File: src/rtl/ovw_fifo_pkg.sv
// ovw_fifo_pkg
//   Shared types for the overwrite-capable FIFO.
//   ovw_mode_t selects what happens to a write that arrives while the FIFO is
//   full and no read is popping an entry in the same cycle:
//     DROP_OLDEST : the new word replaces the oldest stored entry
//     DROP_NEWEST : the new word is discarded
package ovw_fifo_pkg;

  typedef enum logic {
    DROP_OLDEST = 1'b0,
    DROP_NEWEST = 1'b1
  } ovw_mode_t;

endpackage : ovw_fifo_pkg

File: src/rtl/ovw_fifo_mem.sv
// ovw_fifo_mem
//   FIFO storage array with one synchronous write port and one asynchronous
//   read port. The asynchronous read gives the parent FIFO its
//   first-word fall-through behaviour. Contents are never reset.
//
// Ports
//   clk    in   clock; writes take effect on the rising edge
//   we     in   write enable
//   waddr  in   write address
//   wdata  in   write data
//   raddr  in   read address
//   rdata  out  mem[raddr], combinational
module ovw_fifo_mem #(
  parameter int unsigned DEPTH  = 4,
  parameter int unsigned DWIDTH = 8,
  parameter int unsigned AWIDTH = $clog2(DEPTH)
) (
  input  logic              clk,
  input  logic              we,
  input  logic [AWIDTH-1:0] waddr,
  input  logic [DWIDTH-1:0] wdata,
  input  logic [AWIDTH-1:0] raddr,
  output logic [DWIDTH-1:0] rdata
);

  logic [DWIDTH-1:0] mem_reg [DEPTH];

  always_ff @(posedge clk) begin
    if (we) begin
      mem_reg[waddr] <= wdata;
    end
  end

  assign rdata = mem_reg[raddr];

endmodule : ovw_fifo_mem

File: src/rtl/ovw_fifo.sv
// ovw_fifo
//   First-word fall-through FIFO with a configurable overflow policy.
//   A write into a full FIFO (with no simultaneous read) either overwrites the
//   oldest entry or is discarded, depending on MODE; either way it is counted
//   as a drop. Reads of an empty FIFO are ignored and flagged as underflow.
//
// Parameters
//   DEPTH    number of entries, power of two, >= 2
//   DWIDTH   data width
//   MODE     overflow policy (DROP_OLDEST / DROP_NEWEST)
//   AF_LEVEL almost-full threshold, 1..DEPTH
//   CWIDTH   drop counter width
//
// Ports
//   clk             in   clock
//   rst_n           in   asynchronous active-low reset
//   clear           in   synchronous flush (pointers to 0, drop_cnt kept)
//   write_en        in   write request
//   wdata           in   write data
//   read_en         in   pop request
//   rdata           out  head entry (don't-care while empty)
//   empty_flg       out  count == 0
//   full_flg        out  count == DEPTH
//   afull_flg       out  count >= AF_LEVEL
//   count           out  occupancy
//   drop_pulse      out  one-cycle pulse after a dropped word
//   underflow_pulse out  one-cycle pulse after a read on empty
//   drop_cnt        out  saturating count of dropped words
module ovw_fifo
  import ovw_fifo_pkg::*;
#(
  parameter int unsigned DEPTH    = 4,
  parameter int unsigned DWIDTH   = 8,
  parameter ovw_mode_t   MODE     = DROP_OLDEST,
  parameter int unsigned AF_LEVEL = DEPTH - 1,
  parameter int unsigned CWIDTH   = 8
) (
  input  logic                     clk,
  input  logic                     rst_n,
  input  logic                     clear,
  input  logic                     write_en,
  input  logic [DWIDTH-1:0]        wdata,
  input  logic                     read_en,
  output logic [DWIDTH-1:0]        rdata,
  output logic                     empty_flg,
  output logic                     full_flg,
  output logic                     afull_flg,
  output logic [$clog2(DEPTH):0]   count,
  output logic                     drop_pulse,
  output logic                     underflow_pulse,
  output logic [CWIDTH-1:0]        drop_cnt
);

  localparam int unsigned AWIDTH = $clog2(DEPTH);
  // One extra pointer bit distinguishes full from empty when the address
  // bits are equal.
  localparam int unsigned PWIDTH = AWIDTH + 1;
  localparam logic [PWIDTH-1:0] AF_THRESH = PWIDTH'(AF_LEVEL);
  localparam logic [PWIDTH-1:0] PTR_ONE   = PWIDTH'(1);
  localparam logic [CWIDTH-1:0] CNT_ONE   = CWIDTH'(1);

  logic [PWIDTH-1:0] wptr_reg, wptr_next;
  logic [PWIDTH-1:0] rptr_reg, rptr_next;
  logic [CWIDTH-1:0] drop_cnt_reg, drop_cnt_next;
  logic              drop_pulse_reg;
  logic              underflow_pulse_reg;

  logic              mem_we;
  logic              drop_ev;
  logic              underflow_ev;
  logic              is_empty;
  logic              is_full;

  // Flags come straight from the pointer registers so they track every edge
  // without extra latency.
  assign is_empty = (wptr_reg == rptr_reg);
  assign is_full  = (wptr_reg[AWIDTH] != rptr_reg[AWIDTH]) &&
                    (wptr_reg[AWIDTH-1:0] == rptr_reg[AWIDTH-1:0]);

  assign count     = wptr_reg - rptr_reg;
  assign empty_flg = is_empty;
  assign full_flg  = is_full;
  assign afull_flg = (count >= AF_THRESH);

  ovw_fifo_mem #(
    .DEPTH  (DEPTH),
    .DWIDTH (DWIDTH),
    .AWIDTH (AWIDTH)
  ) u_mem (
    .clk   (clk),
    .we    (mem_we),
    .waddr (wptr_reg[AWIDTH-1:0]),
    .wdata (wdata),
    .raddr (rptr_reg[AWIDTH-1:0]),
    .rdata (rdata)
  );

  always_comb begin
    wptr_next    = wptr_reg;
    rptr_next    = rptr_reg;
    mem_we       = 1'b0;
    drop_ev      = 1'b0;
    underflow_ev = 1'b0;

    if (clear) begin
      // Flush wins over any request in the same cycle and raises no events.
      wptr_next = '0;
      rptr_next = '0;
    end else if (write_en && read_en) begin
      // Simultaneous read and write never drops: when full, the pop frees
      // the slot the write lands in.
      mem_we    = 1'b1;
      wptr_next = wptr_reg + PTR_ONE;
      if (is_empty) begin
        underflow_ev = 1'b1;
      end else begin
        rptr_next = rptr_reg + PTR_ONE;
      end
    end else if (write_en) begin
      if (!is_full) begin
        mem_we    = 1'b1;
        wptr_next = wptr_reg + PTR_ONE;
      end else if (MODE == DROP_OLDEST) begin
        // wptr aliases rptr's slot when full, so this overwrites the head;
        // advancing both keeps the occupancy at DEPTH.
        mem_we    = 1'b1;
        wptr_next = wptr_reg + PTR_ONE;
        rptr_next = rptr_reg + PTR_ONE;
        drop_ev   = 1'b1;
      end else begin
        drop_ev = 1'b1;
      end
    end else if (read_en) begin
      if (!is_empty) begin
        rptr_next = rptr_reg + PTR_ONE;
      end else begin
        underflow_ev = 1'b1;
      end
    end
  end

  always_comb begin
    drop_cnt_next = drop_cnt_reg;
    if (drop_ev && (drop_cnt_reg != '1)) begin
      drop_cnt_next = drop_cnt_reg + CNT_ONE;
    end
  end

  always_ff @(posedge clk or negedge rst_n) begin
    if (!rst_n) begin
      wptr_reg            <= '0;
      rptr_reg            <= '0;
      drop_cnt_reg        <= '0;
      drop_pulse_reg      <= 1'b0;
      underflow_pulse_reg <= 1'b0;
    end else begin
      wptr_reg            <= wptr_next;
      rptr_reg            <= rptr_next;
      drop_cnt_reg        <= drop_cnt_next;
      drop_pulse_reg      <= drop_ev;
      underflow_pulse_reg <= underflow_ev;
    end
  end

  assign drop_pulse      = drop_pulse_reg;
  assign underflow_pulse = underflow_pulse_reg;
  assign drop_cnt        = drop_cnt_reg;

endmodule : ovw_fifo

File: config.mk
export PLATFORM = sky130hd
export DESIGN_NAME = ovw_fifo
export DESIGN_NICKNAME = d
export VERILOG_FILES = /design/src/rtl/ovw_fifo_pkg.sv /design/src/rtl/ovw_fifo_mem.sv /design/src/rtl/ovw_fifo.sv
export SDC_FILE = /design/constraint.sdc
export NUM_CORES = 1
export LEC_CHECK = 0
export CAP_MARGIN = 20
export CORE_MARGIN = 3
export CORE_UTILIZATION = 30
export CTS_CLUSTER_DIAMETER = 30
export CTS_CLUSTER_SIZE = 40
export DETAILED_ROUTE_END_ITERATION = 10
export GPL_TIMING_DRIVEN = 0
export SLEW_MARGIN = 20
export SYNTH_ARGS = -nofsm -noshare
export SYNTH_HDL_FRONTEND = slang
export SYNTH_HIERARCHICAL = 1
export SYNTH_SLANG_ARGS = --single-unit
File: constraint.sdc
create_clock -name clk -period 2.6 [get_ports clk]
set_input_delay 0.78 -clock clk [delete_from_list [all_inputs] [get_ports clk]]
set_output_delay 0.78 -clock clk [all_outputs]
set_load 0.02 [all_outputs]
* Yosys cells after proc, flatten, opt, wreduce, memory -nomap -nowiden *
Memories as Yosys holds them, arrays and structs flattened.
Index checks and enable logic that the tools add are counted.
Widths: inputs -> output; s select.

storage, ports and cells
  input bits = 13
  output and inout bits = 24
  logic and storage cells = 45
  memory bits (writable) = 32
  memories = 1
  register bits = 16

cells by class
  equal/unequal tests = 5
  mux-type cells = 23
  add/sub/neg operators = 4
  reduce and logical (&&, ||, !) cells = 6
  $lt $le $gt $ge = 1

memory list
  memory         depth  bits a word  rd ports  clocked after memory_dff  wr ports  RTL line            RTL
  u_mem.mem_reg  4      8            1         0                         1         ovw_fifo_mem.sv:26  logic [DWIDTH-1:0] mem_reg [DEPTH];

operators by type and width
  cell                 count
  $mux 3               9
  $mux 1               14
  $add 8x1->8 const B  1
  $ne 8x8->1 const B   1
  $add 3x1->3 const B  2
  $ne 4x2->1 const B   1
  $reduce_bool 4->1    1
  $eq 3x3->1           1
  $ge 3x2->1 const B   1
  $logic_and 1x1->1    3
  $reduce_bool 3->1    1
  $sub 3x3->3          1
  $eq 2x2->1           1
  $reduce_and 2->1     1
  $ne 1x1->1           1

* Longest topological paths before layout *
  depth after elaboration = 7
  gate-level depth with buffers = 8
  mapped depth without buffers = 7

* Cells and area by module *
Netlist, hierarchy kept.

by module, submodules not included
  module        cells each  instances  sequential area each (um^2)  area an instance (um^2)
  ovw_fifo_mem  46          1          960.9                        1,188.6
  ovw_fifo      82          1          400.4                        840.8

* Worst setup path before layout *
OpenSTA, ideal clock, no wires.

  kind = flip-flop to output port
  start = register wptr_reg[0]
  end = output port afull_flg
  data arrival time = 1,664 ps
  slack = 156 ps
  data required time = 1,820 ps
  stages on the path, launching flop included = 7
  path buffers = 0
  cell sequence = dfrtp_1 inv_1 ha_1 inv_1 fa_1 xor2_1 a21o_1

between the ends
  longest elaborated chain between the ends = 2

RTL lines
  what                    RTL line         RTL
  from (decl)             ovw_fifo.sv:62   logic [PWIDTH-1:0] wptr_reg, wptr_next;
  from (signal assigned)  ovw_fifo.sv:157  wptr_reg <= wptr_next;
  $sub 3x3->3             ovw_fifo.sv:80   assign count = wptr_reg - rptr_reg;
  named net count[2]      ovw_fifo.sv:48   output logic [$clog2(DEPTH):0] count,
  $ge 3x2->1              ovw_fifo.sv:83   assign afull_flg = (count >= AF_THRESH);
  to (decl)               ovw_fifo.sv:47   output logic afull_flg,

The timed path passes the listed nets, and every way through them passes these cells.

* Worst setup path after layout *
  start = register wptr_reg[0]
  end = output port count[2]

between the ends
  longest elaborated chain between the ends = 1

RTL lines
  what         RTL line
  $sub 3x3->3  ovw_fifo.sv:80
  to (decl)    ovw_fifo.sv:48

Every way passes these cells.

==> impl_metrics.json <==
{
  "drv_cap": 0,
  "combPwrFrac_pct": 32.9,
  "finClkSkew_ns": 0.00438,
  "yosysWarningCount": 6,
  "htree_levels": 2,
  "holdPathStages": 1,
  "criticalPathCategory": "register to output pin",
  "drtIter0Drc": 37,
  "tightest_slew_ns": 0.793,
  "required_ns": 1.82,
  "largest_reg_flops": 32,
  "dpl_worst_slack_ns": -0.197,
  "grt_max_degree": 17,
  "grt_overflow": 0,
  "routedWlPerCell_um": 15.7,
  "cts_root_buf": "clkbuf_8",
  "place_area_um2": 2480,
  "power_frac_seq_pct": 46.0,
  "seq_area_frac_synth_pct": 67.1,
  "fin_crit_sh_pct": 99.3,
  "drc": 0,
  "nFillCells": 607,
  "num_antenna_cells": 0,
  "power_density_nw_per_um2": 751,
  "endpoint_kind": "output pin",
  "synth_top_cells_by_count": "edfxtp_1 (32), dfrtp_1 (16), nor2_1 (11), mux4_2 (8), inv_1 (7)",
  "crit_start": "wptr_reg[0]",
  "utilization_pct": 39.8,
  "hp-class": "register to register",
  "vias": 1229,
  "cts_hold_buffers": 0,
  "cts_inserted_buffers": 5,
  "p_leak_nw": 1.01,
  "clk_pin_slew_worst_paths_ns": 0.08,
  "ant_nets": 0,
  "pwr-share-clk_pct": 21.1,
  "cts_buffer_depth": 2,
  "ys_ff_latch": 48,
  "cts_tree": "yes",
  "reg2reg_from": "wptr_reg[1]",
  "grt_pass1_wl_um": 6660,
  "viasPerCell": 4.94,
  "holdWs_ns": 0.533,
  "synth.avg_cell_area_um2": 15.9,
  "num_io_pins": 37,
  "layout.nets": 191,
  "grt_pass1_vias": 1372,
  "antenna_found_initial": 0,
  "status": "finished clean",
  "max_slew_margin_pct": 46.9,
  "async_flop_share_pct": 33.3,
  "path_cells": "inv_1 -> ha_1 -> inv_1 -> fa_2 -> xor2_1 -> buf_4 -> buf_4",
  "drive_gt1_share_pct": 18.6,
  "gp_congestion": 0.773,
  "ys_types": 32,
  "rows": 29,
  "die_w_um": 88.3,
  "die_h_um": 88.3,
  "fp.dieArea_um2": 7790,
  "finalSetupViolCount": 0,
  "ys.flop_type": "edfxtp_1",
  "cp-start-kind": "register",
  "numPortBuffers": 35,
  "totalWireLength_um": 3920,
  "grt_setup_unrepaired": "yes",
  "synth_top_area_cell": "edfxtp_1",
  "synth_edf_count": 32,
  "insertion_delay_ns": 0.29,
  "synth_area_leaders": "edfxtp_1 (47%), dfrtp_1 (20%), mux4_2 (8.9%), ha_1 (3.1%), xor2_1 (2.6%)",
  "drv_slew": 0,
  "netlist_instances": 128,
  "gr-usage-all-layers_pct": 11.4,
  "cp_max_fo": 2,
  "intPower_mw": 1.33,
  "max_freq_mhz": 387,
  "slowest_stage": "dfrtp_2",
  "worstHoldStart": "drop_cnt[3]",
  "power_mw": 1.93,
  "initial_core_util_pct": 31.4,
  "clkSinkCount": 48,
  "fin_crit_ns": 2.58,
  "worstRegToRegCells": 6,
  "switchingPower_uw": 597,
  "dp_hpwl_um": 2840,
  "netSwitchingFraction_pct": 31.0,
  "syn_area_um2": 2030,
  "synth.top_cell.area_share_pct": 47.3,
  "hold_viol_final": 0,
  "setup_slack_ns": 0.0191,
  "fin_area_um2": 2570,
  "syn_to_final_growth_pct": 26.6,
  "critPathMaxStageDelay_ns": 0.42,
  "core-area_um2": 6460,
  "crit_arrival_ns": 1.80,
  "ir_worst_vdd_uv": 442,
  "synth_fp_nets": 147,
  "yosysMostFrequentCell": "edfxtp_1",
  "drtPass1Iterations": 4
}
[stage by stage]
stage	setup TNS, ns	instances
after floorplan	0	128
final	0	249
after detailed placement	-0.903	240
after global routing	-0.145	249
after global placement	-4.08	240
after CTS	0	249
[worst max-delay path, delay by kind of cell (launching register included)]
kind,cells,cell delay (ns)
XOR/XNOR,1,0.25
buffers and inverters,4,0.38
adder cells (fa/ha/maj),2,0.46
flip-flops,1,0.42
[power groups by stage]
stage	registers [mW]	clock network [mW]	logic (mW)
2_1_floorplan	0.906	0	0.403
3_3_place_gp	0.900	0	0.682
3_5_place_dp	0.906	0	0.692
4_1_cts	0.888	0.433	0.657
5_1_grt	0.893	0.468	0.694
6_report	0.887	0.408	0.635
[area by class of cell]
class	instances	area, um^2	area share (%)
well taps	77	96.3	3.75
clock inverters	2	12.5	0.487
flip-flops and latches	48	1370	53.1
plain buffers	4	25.0	0.974
repair buffers	37	343	13.3
inverters	7	26.3	1.02
clock buffers	5	68.8	2.68
multi-input cells	69	632	24.6
[what timing repair did]
action,in CTS,in global routing
endpoints found under the hold margin,0,0
cloned,0,0
setup endpoints to repair,14,6
resized for setup,25,4
buffers inserted,2,0
[cells by family after synthesis]
logic type / share of synthesized area (%)
compound gates: 2.77
xor+xnor: 3.88
fa+ha+maj: 4.07
buf+inv: 2.53
flops: 67.1
mux: 11.0
simple gates: 8.69
[per-layer routing]
metal  part of all wire (%)  global-route usage (%)  up-vias  routed length (um)
met1                     40                    13.6      616                1550
met4                    1.9                    4.40        0                  76
li1                       -                       -      562                   -
met2                     52                    19.2       41                2020
met3                    6.8                    3.82       10                 268
met5                      0                       0        -                   0
[layout by cell type, fill, tap and decap left out, types with 2 or more instances in the layout]
| cell | instances |
|---|---|
| a21oi_1 | 3 |
| a31oi_1 | 4 |
| and3b_1 | 3 |
| buf_2 | 3 |
| buf_4 | 3 |
| clkbuf_8 | 5 |
| clkdlybuf4s50_1 | 21 |
| dfrtp_1 | 13 |
| dfrtp_2 | 3 |
| dlygate4sd2_1 | 10 |
| edfxtp_1 | 32 |
| ha_1 | 5 |
| inv_1 | 7 |
| mux2_2 | 2 |
| mux2i_1 | 2 |
| mux4_2 | 8 |
| nand2_1 | 4 |
| nand3_1 | 3 |
| nand4_1 | 2 |
| nor2_1 | 11 |
| nor4_1 | 2 |
| xnor2_1 | 2 |
| xor2_1 | 6 |
[worst paths after layout]
path	end	slack, ns
setup / recovery	count[2]	0.02
setup reg to reg	drop_cnt[1]	0.36
hold / removal	drop_cnt[3]	0.53
max in group asynchronous	rptr_reg[0]	1.13
hold reg to reg	drop_cnt[3]	0.53
min in group asynchronous	drop_cnt[4]	0.93
Power figures use the tool's default switching activity.
